### src/rtl/bus_err_pkg.sv
// Shared types and default constants for the bus error drain/collector stage.
package bus_err_pkg;

   typedef enum logic [1:0] {
      IDLE  = 2'd0,
      BATCH = 2'd1,
      FIRE  = 2'd2
   } bus_err_coal_state_e;

   localparam int unsigned CntWidthDefault     = 16;
   localparam int unsigned TsWidthDefault      = 32;
   localparam int unsigned IrqThresholdDefault = 4;
   localparam int unsigned IrqTimeoutDefault   = 1024;

endpackage

### src/rtl/bus_err_irq_coalesce.sv
// Interrupt coalescing: fires after IrqThreshold captures or IrqTimeout cycles
// after the first capture of a batch, whichever comes first; held until acked.
module bus_err_irq_coalesce
   import bus_err_pkg::*;
#(
   parameter int unsigned CntWidth     = CntWidthDefault,
   parameter int unsigned IrqThreshold = IrqThresholdDefault,
   parameter int unsigned IrqTimeout   = IrqTimeoutDefault
) (
   input  logic clk_i,
   input  logic rst_ni,
   input  logic cap_i,
   input  logic ack_i,
   output logic irq_o
);

   localparam int unsigned         TmrWidth = (IrqTimeout > 1) ? $clog2(IrqTimeout) : 1;
   localparam logic [TmrWidth-1:0] TmrLast  = TmrWidth'(IrqTimeout - 1);
   localparam logic [CntWidth:0]   Thresh   = (CntWidth + 1)'(IrqThreshold);

   bus_err_coal_state_e state_q, state_d;
   logic [CntWidth-1:0] batch_q, batch_d;
   logic [TmrWidth-1:0] timer_q, timer_d;
   logic                thresh_hit, timeout_hit;

   function automatic logic [CntWidth-1:0] sat_inc(input logic [CntWidth-1:0] v);
      return (&v) ? v : v + CntWidth'(1);
   endfunction

   // One extra bit so batch + cap cannot wrap before the compare.
   assign thresh_hit  = ({1'b0, batch_q} + {{CntWidth{1'b0}}, cap_i}) >= Thresh;
   assign timeout_hit = (IrqTimeout != 0) && (timer_q == TmrLast);

   always_comb begin
      state_d = state_q;
      batch_d = batch_q;
      timer_d = timer_q;
      case (state_q)
         IDLE: begin
            if (cap_i) begin
               batch_d = CntWidth'(1);
               timer_d = '0;
               if (IrqThreshold == 1) state_d = FIRE;
               else                   state_d = BATCH;
            end
         end
         BATCH: begin
            timer_d = timer_q + TmrWidth'(1);
            if (cap_i) batch_d = sat_inc(batch_q);
            if (thresh_hit || timeout_hit) state_d = FIRE;
         end
         FIRE: begin
            if (cap_i) batch_d = sat_inc(batch_q);
            if (ack_i) begin
               if (cap_i) begin
                  state_d = BATCH;
                  batch_d = CntWidth'(1);
                  timer_d = '0;
               end else begin
                  state_d = IDLE;
                  batch_d = '0;
               end
            end
         end
         default: state_d = IDLE;
      endcase
   end

   always_ff @(posedge clk_i or negedge rst_ni) begin
      if (!rst_ni) begin
         state_q <= IDLE;
         batch_q <= '0;
         timer_q <= '0;
      end else begin
         state_q <= state_d;
         batch_q <= batch_d;
         timer_q <= timer_d;
      end
   end

   assign irq_o = (state_q == FIRE);

endmodule

### src/rtl/bus_err_collector.sv
// Drains the upstream error FIFO into a registered record stream with stats and
// coalesced IRQ. Define BUS_ERR_COLLECTOR_TIMESTAMP_EN to build the timestamp counter.
module bus_err_collector
   import bus_err_pkg::*;
#(
   parameter int unsigned AddrWidth     = 48,
   parameter int unsigned MetaDataWidth = 1,
   parameter int unsigned ErrBits       = 3,
   parameter int unsigned CntWidth      = CntWidthDefault,
   parameter int unsigned TsWidth       = TsWidthDefault,
   parameter int unsigned IrqThreshold  = IrqThresholdDefault,
   parameter int unsigned IrqTimeout    = IrqTimeoutDefault
) (
   input  logic                     clk_i,
   input  logic                     rst_ni,
   input  logic                     err_pending_i,
   input  logic [ErrBits-1:0]       err_code_i,
   input  logic [AddrWidth-1:0]     err_addr_i,
   input  logic [MetaDataWidth-1:0] err_meta_i,
   input  logic                     err_overflow_i,
   output logic                     err_pop_o,
   output logic                     rec_valid_o,
   input  logic                     rec_ready_i,
   output logic [ErrBits-1:0]       rec_code_o,
   output logic [AddrWidth-1:0]     rec_addr_o,
   output logic [MetaDataWidth-1:0] rec_meta_o,
   output logic [TsWidth-1:0]       rec_ts_o,
   output logic [CntWidth-1:0]      stat_total_o,
   output logic [CntWidth-1:0]      stat_drop_o,
   input  logic                     stat_clear_i,
   output logic                     irq_o,
   input  logic                     irq_ack_i
);

   typedef struct packed {
      logic [ErrBits-1:0]       code;
      logic [AddrWidth-1:0]     addr;
      logic [MetaDataWidth-1:0] meta;
      logic [TsWidth-1:0]       ts;
   } rec_t;

   rec_t                rec_q, rec_d;
   logic                rec_valid_q, rec_valid_d;
   logic [CntWidth-1:0] stat_total_q, stat_total_d;
   logic [CntWidth-1:0] stat_drop_q, stat_drop_d;
   logic                ovf_q, ovf_d;
   logic [TsWidth-1:0]  cur_ts;
   logic                cap;

   function automatic logic [CntWidth-1:0] sat_inc(input logic [CntWidth-1:0] v);
      return (&v) ? v : v + CntWidth'(1);
   endfunction

`ifdef BUS_ERR_COLLECTOR_TIMESTAMP_EN
   logic [TsWidth-1:0] ts_q, ts_d;

   assign ts_d = ts_q + TsWidth'(1);

   always_ff @(posedge clk_i or negedge rst_ni) begin
      if (!rst_ni) ts_q <= '0;
      else         ts_q <= ts_d;
   end

   assign cur_ts = ts_q;
`else
   assign cur_ts = '0;
`endif

   // The FIFO head is always valid while pending, so pop and load happen together.
   assign cap       = err_pending_i & (~rec_valid_q | rec_ready_i);
   assign err_pop_o = cap;

   always_comb begin
      rec_d        = rec_q;
      rec_valid_d  = rec_valid_q;
      stat_total_d = stat_total_q;
      stat_drop_d  = stat_drop_q;
      ovf_d        = err_overflow_i;

      if (cap) begin
         rec_d.code  = err_code_i;
         rec_d.addr  = err_addr_i;
         rec_d.meta  = err_meta_i;
         rec_d.ts    = cur_ts;
         rec_valid_d = 1'b1;
      end else if (rec_ready_i) begin
         rec_valid_d = 1'b0;
      end

      if (stat_clear_i) begin
         stat_total_d = '0;
         stat_drop_d  = '0;
      end else begin
         if (cap)                       stat_total_d = sat_inc(stat_total_q);
         if (err_overflow_i && !ovf_q)  stat_drop_d  = sat_inc(stat_drop_q);
      end
   end

   always_ff @(posedge clk_i or negedge rst_ni) begin
      if (!rst_ni) begin
         rec_q        <= '0;
         rec_valid_q  <= 1'b0;
         stat_total_q <= '0;
         stat_drop_q  <= '0;
         ovf_q        <= 1'b0;
      end else begin
         rec_q        <= rec_d;
         rec_valid_q  <= rec_valid_d;
         stat_total_q <= stat_total_d;
         stat_drop_q  <= stat_drop_d;
         ovf_q        <= ovf_d;
      end
   end

   bus_err_irq_coalesce #(
      .CntWidth     (CntWidth),
      .IrqThreshold (IrqThreshold),
      .IrqTimeout   (IrqTimeout)
   ) u_coal (
      .clk_i  (clk_i),
      .rst_ni (rst_ni),
      .cap_i  (cap),
      .ack_i  (irq_ack_i),
      .irq_o  (irq_o)
   );

   assign rec_valid_o  = rec_valid_q;
   assign rec_code_o   = rec_q.code;
   assign rec_addr_o   = rec_q.addr;
   assign rec_meta_o   = rec_q.meta;
   assign rec_ts_o     = rec_q.ts;
   assign stat_total_o = stat_total_q;
   assign stat_drop_o  = stat_drop_q;

endmodule

### config.mk
export PLATFORM = sky130hd
export DESIGN_NAME = bus_err_collector
export DESIGN_NICKNAME = d
export VERILOG_FILES = /design/src/rtl/bus_err_pkg.sv /design/src/rtl/bus_err_irq_coalesce.sv /design/src/rtl/bus_err_collector.sv
export SDC_FILE = /design/constraint.sdc
export NUM_CORES = 1
export LEC_CHECK = 0
export CAP_MARGIN = 15
export CORE_UTILIZATION = 47
export CTS_CLUSTER_SIZE = 12
export DETAILED_ROUTE_END_ITERATION = 16
export PLACE_DENSITY = 0.85
export SYNTH_ARGS = -nofsm -noshare
export SYNTH_HDL_FRONTEND = slang
export SYNTH_SLANG_ARGS = --single-unit
### constraint.sdc
create_clock -name clk_i -period 3.4 [get_ports clk_i]
set_clock_uncertainty 0.2 [all_clocks]
set_input_delay 0.51 -clock clk_i [delete_from_list [all_inputs] [get_ports clk_i]]
set_output_delay 0.51 -clock clk_i [all_outputs]
set_load 0.02 [all_outputs]
==> tab_implementation.tex <==
\begin{tabular}{lr}
\hline
Metric & Value \\
\hline
\multicolumn{2}{l}{\textbf{Status}} \\
\quad Run status & finished, violations left \\
\quad Failing checks & negative hold slack \\
\multicolumn{2}{l}{\textbf{Drt}} \\
\quad Remaining design rule violation count & 0 \\
\quad Count of routing violations after the opening detailed-route iteration & 270 \\
\quad Residual antenna-violating net count after detailed routing & 0 \\
\quad Wire length after detailed routing & 12,500 microns \\
\quad Length of the first detailed-routing pass in iterations & 4 \\
\quad Via count normalized by instance count & about 5.1 \\
\quad Final routed wire length divided by cell count & between 10 and 15 microns \\
\quad Total vias in the final route & between 4k and 5k \\
\multicolumn{2}{l}{\textbf{Worst hold path}} \\
\quad Path category of the worst min-delay check & in -> async \\
\multicolumn{2}{l}{\textbf{Worst setup path}} \\
\quad Highest fanout seen on the critical path & 54 \\
\quad Kind of critical path & in -> out \\
\quad Type of destination of the critical path & output pin \\
\quad Most used cell along the critical path & sky130\_fd\_sc\_hd\_\_clkdlybuf4s50\_1 \\
\quad Critical Path AT & between 2 and 2.5 ns \\
\quad Longest individual stage delay on the worst path & between 0.7 and 0.8 ns \\
\quad Register-to-register setup slack & approximately 0.75 ns \\
\quad Kind of launch point of the worst setup path & input pin \\
\quad Slowest CP cell & sky130\_fd\_sc\_hd\_\_clkdlybuf4s50\_1 \\
\quad Required time at the endpoint of the critical path & about 2.7 ns \\
\quad Critical Path, Cell by Cell & clkdlybuf4s50\_1 -> nand2b\_1 -> nand2\_2 -> inv\_2 -> buf\_4 -> clkdlybuf4s50\_1 \\
\multicolumn{2}{l}{\textbf{Floorplan}} \\
\quad Boundary Pins & 178 \\
\quad FP Rows & 40 \\
\quad Y dimension of the die & roughly 110 microns \\
\quad Die W & approximately 110 microns \\
\quad Core outline area & 0.0120 sq mm \\
\quad Initial standard-cell utilization of the core & 0.482 \\
\quad Die outline area & 0.0127 sq mm \\
\multicolumn{2}{l}{\textbf{Clock network}} \\
\quad Library cell used as clock root buffer & sky130\_fd\_sc\_hd\_\_clkbuf\_16 \\
\quad H-Tree Level Count & 4 \\
\quad Reg clk slew, reported paths & approximately 0.050 ns \\
\quad Setup repair bufs after CTS & 0 \\
\quad Cts-stage hold buffer count & 0 \\
\quad Sink Count & approximately 110 \\
\quad Number of clock buffers inserted by TritonCTS & 17 \\
\quad Cells resized by post-CTS repair & 0 \\
\quad Max Root-Sink Buffers & 2 \\
\quad CTS tree & built \\
\quad Worst-Skew Late Latency & 0.40 ns \\
\multicolumn{2}{l}{\textbf{Global route}} \\
\quad GRT Residual Overflow & 0 \\
\quad Initial antenna violation count & 0 \\
\quad First-pass GRT wire length & approximately 21,000 microns \\
\quad Total routing usage reported by global routing & 0.210 \\
\quad Maximum number of pins on one net before global-route repair & around 120 \\
\quad Number of global-route vias before repair & 4,603 \\
\multicolumn{2}{l}{\textbf{Final layout}} \\
\quad Inserted Diodes & 0 \\
\quad Final non-filler cell area & just under 0.008 sq mm \\
\quad Fraction of layout cells with a size suffix above 1 & 0.0740 \\
\quad Synthesis-to-layout area growth & 35.7\% \\
\quad Final Net Count & approximately 850 \\
\quad Core Util, Final & 0.654 \\
\multicolumn{2}{l}{\textbf{Yosys}} \\
\quad Area share of the largest cell type after synthesis & 0.495 \\
\quad Number of instances in the synthesized netlist & 640 \\
\quad Ys flop type & sky130\_fd\_sc\_hd\_\_dfrtp\_1 \\
\quad Per-instance average area after synthesis & 9.00 sq um \\
\quad Sequential-to-total area share from yosys stat & 0.495 \\
\quad Most frequent cells after synthesis & sky130\_fd\_sc\_hd\_\_nand2\_1 (187), sky130\_fd\_sc\_hd\_\_dfrtp\_1 (114), sky130\_fd\_sc\_hd\_\_nor2\_1 (52) \\
\quad Most repeated cell in the gate-level netlist after synthesis & sky130\_fd\_sc\_hd\_\_nand2\_1 \\
\quad Synth top area cells & sky130\_fd\_sc\_hd\_\_dfrtp\_1 (50\%), sky130\_fd\_sc\_hd\_\_nand2\_1 (12\%), sky130\_fd\_sc\_hd\_\_xor2\_1 (4.9\%), sky130\_fd\_sc\_hd\_\_buf\_4 (4.2\%), sky130\_fd\_sc\_hd\_\_nor2\_1 (3.4\%) \\
\quad Post-Syn Area & roughly 0.0058 sq mm \\
\quad \#FFs+latches synth & between 100 and 150 \\
\quad Fraction of synthesis flops using an asynchronous set or reset pin & 1.00 \\
\quad Post-synth EDFFs & 0 \\
\quad Top cell type by total area after synthesis & sky130\_fd\_sc\_hd\_\_dfrtp\_1 \\
\quad Netlist cell types & between 50 and 60 \\
\quad Total number of yosys warnings & 0 \\
\multicolumn{2}{l}{\textbf{Pwr}} \\
\quad Worst supply voltage drop on vdd & about 0.00037 V \\
\quad Portion of total power attributed to sequential cells & 0.372 \\
\quad Cell internal power dissipation & 0.00299 W \\
\quad Switch Pwr & about 0.0013 W \\
\quad Logic gate share of total power & 0.224 \\
\quad Power density over cell area & between 500 and 600 mW/mm\^{}2 \\
\quad Switching portion of total power & 0.306 \\
\quad Clock network fraction of design power & 0.404 \\
\quad Static Leak & roughly 3.6 nW \\
\multicolumn{2}{l}{\textbf{Timing}} \\
\quad Relative slew margins & 0.550 \\
\quad Final setup TNS & 0 ns \\
\quad Final worst path period need & a little over 3 ns \\
\quad Number of hold violations in the final report & 50 \\
\quad Max Clk Rate & around 320 MHz \\
\quad Hold Slack & -0.0242 ns \\
\quad Unrepaired setup endpoints after global routing & false \\
\quad Final setup violation count & 0 \\
\quad Period Utilization, post-route & 0.917 \\
\quad Worst-margin pin slew & slightly below 0.7 ns \\
\quad Final worst-path setup slack & $\sim$0.28 ns \\
\quad Max-slew violation count & 0 \\
\multicolumn{2}{l}{\textbf{Placement}} \\
\quad GP Congestion & around 0.82 \\
\quad Post-place instance area & slightly above 0.007 sq mm \\
\quad Placed wire-length estimate & about 8200 microns \\
\quad Pre-CTS setup slack & 0.116 ns \\
\quad Port buffer count & approximately 150 \\
\multicolumn{2}{l}{\textbf{Job}} \\
\quad Count of max-cap constraint violations & 0 \\
\hline
\end{tabular}
==> power groups by stage <==
stage | clock network [W] | registers [W] | logic [W]
floorplan | 0 | 0.00171 | 0.000496
global placement | 0 | 0.00162 | 0.000947
detailed placement | 0 | 0.00162 | 0.000962
CTS | 0.00178 | 0.00160 | 0.000970
global route | 0.00185 | 0.00162 | 0.00107
finish | 0.00174 | 0.00160 | 0.000963
==> flip-flops by register name, summed over array words and instances (netlist names) <==
signal and count:
rec_addr_o 48, ovf_q 1, u_coal.timer_q 10, stat_drop_o 16
rec_code_o 3, u_coal.batch_q 16, stat_total_o 16, u_coal.state_q 2
rec_valid_o 1, rec_meta_o 1
==> final timing paths <==
| path | startpoint | end | depth (start not counted) |
|---|---|---|---|
| setup / recovery | rec_ready_i | err_pop_o | 6 |
| hold / removal | rst_ni | stat_total_o[4]$_DFFE_PN0P_ | 2 |
| setup reg to reg | rec_valid_o$_DFFE_PN0P_ | u_coal.state_q[0]$_DFFE_PN0P_ | 11 |
| hold reg to reg | rec_addr_o[33]$_DFFE_PN0N_ | rec_addr_o[33]$_DFFE_PN0N_ | 2 |
| max in group asynchronous | rst_ni | rec_addr_o[25]$_DFFE_PN0N_ | 2 |
| min in group clk_i | rec_addr_o[33]$_DFFE_PN0N_ | rec_addr_o[33]$_DFFE_PN0N_ | 2 |
==> worst max-delay path: cells and delay by family <==
family / cells / cell delay, ns
buffers and inverters: 4 / 1.68
AND/OR/NAND/NOR: 2 / 0.22
==> layout make-up <==
type / instances / area (sq um)
fillers: 915 / 4140
inverters: 6 / 22.5
clock buffers: 17 / 425
clock inverters: 15 / 159
multi-input cells: 492 / 2650
flip-flops and latches: 114 / 2850
repair buffers: 153 / 1520
well taps: 147 / 184
==> per-stage QoR <==
stage               power (W)  instances
floorplan             0.00220        671
global placement      0.00256        912
detailed placement    0.00258        912
CTS                   0.00435        944
global route          0.00453        944
finish                0.00430        944
==> placed cells by master, fill, tap and decap left out, drive strengths merged, types with 13 or more instances in the layout <==
master	synthesis	routed
clkbuf	19	17
nand3	24	24
nor2	52	52
clkdlybuf4s50	0	144
conb	1	32
xnor2	13	13
and3	14	14
o21ai	22	22
nand2	187	187
nand4	19	19
xor2	32	32
dfrtp	114	114
==> kinds of logic after synthesis <==
logic type	count (synthesis)	synth area share
AO/OA/AOI/OAI	53	0.0630
adder cells (fa/ha/maj)	10	0.0217
buffers and inverters	65	0.0649
other	1	0.000651
XOR/XNOR	45	0.0684
multiplexers	5	0.00934
flip-flops	114	0.495
AND/OR/NAND/NOR	347	0.277
==> layer usage <==
layer	GRT usage	vias up	part of all wire	routed length, microns
li1	-	2347	-	-
met1	0.261	2267	0.43	5410
met2	0.326	172	0.47	5810
met3	0.0825	17	0.085	1060
met4	0.0880	0	0.014	172
met5	0	-	0	0
Power figures use the tool's default switching activity.
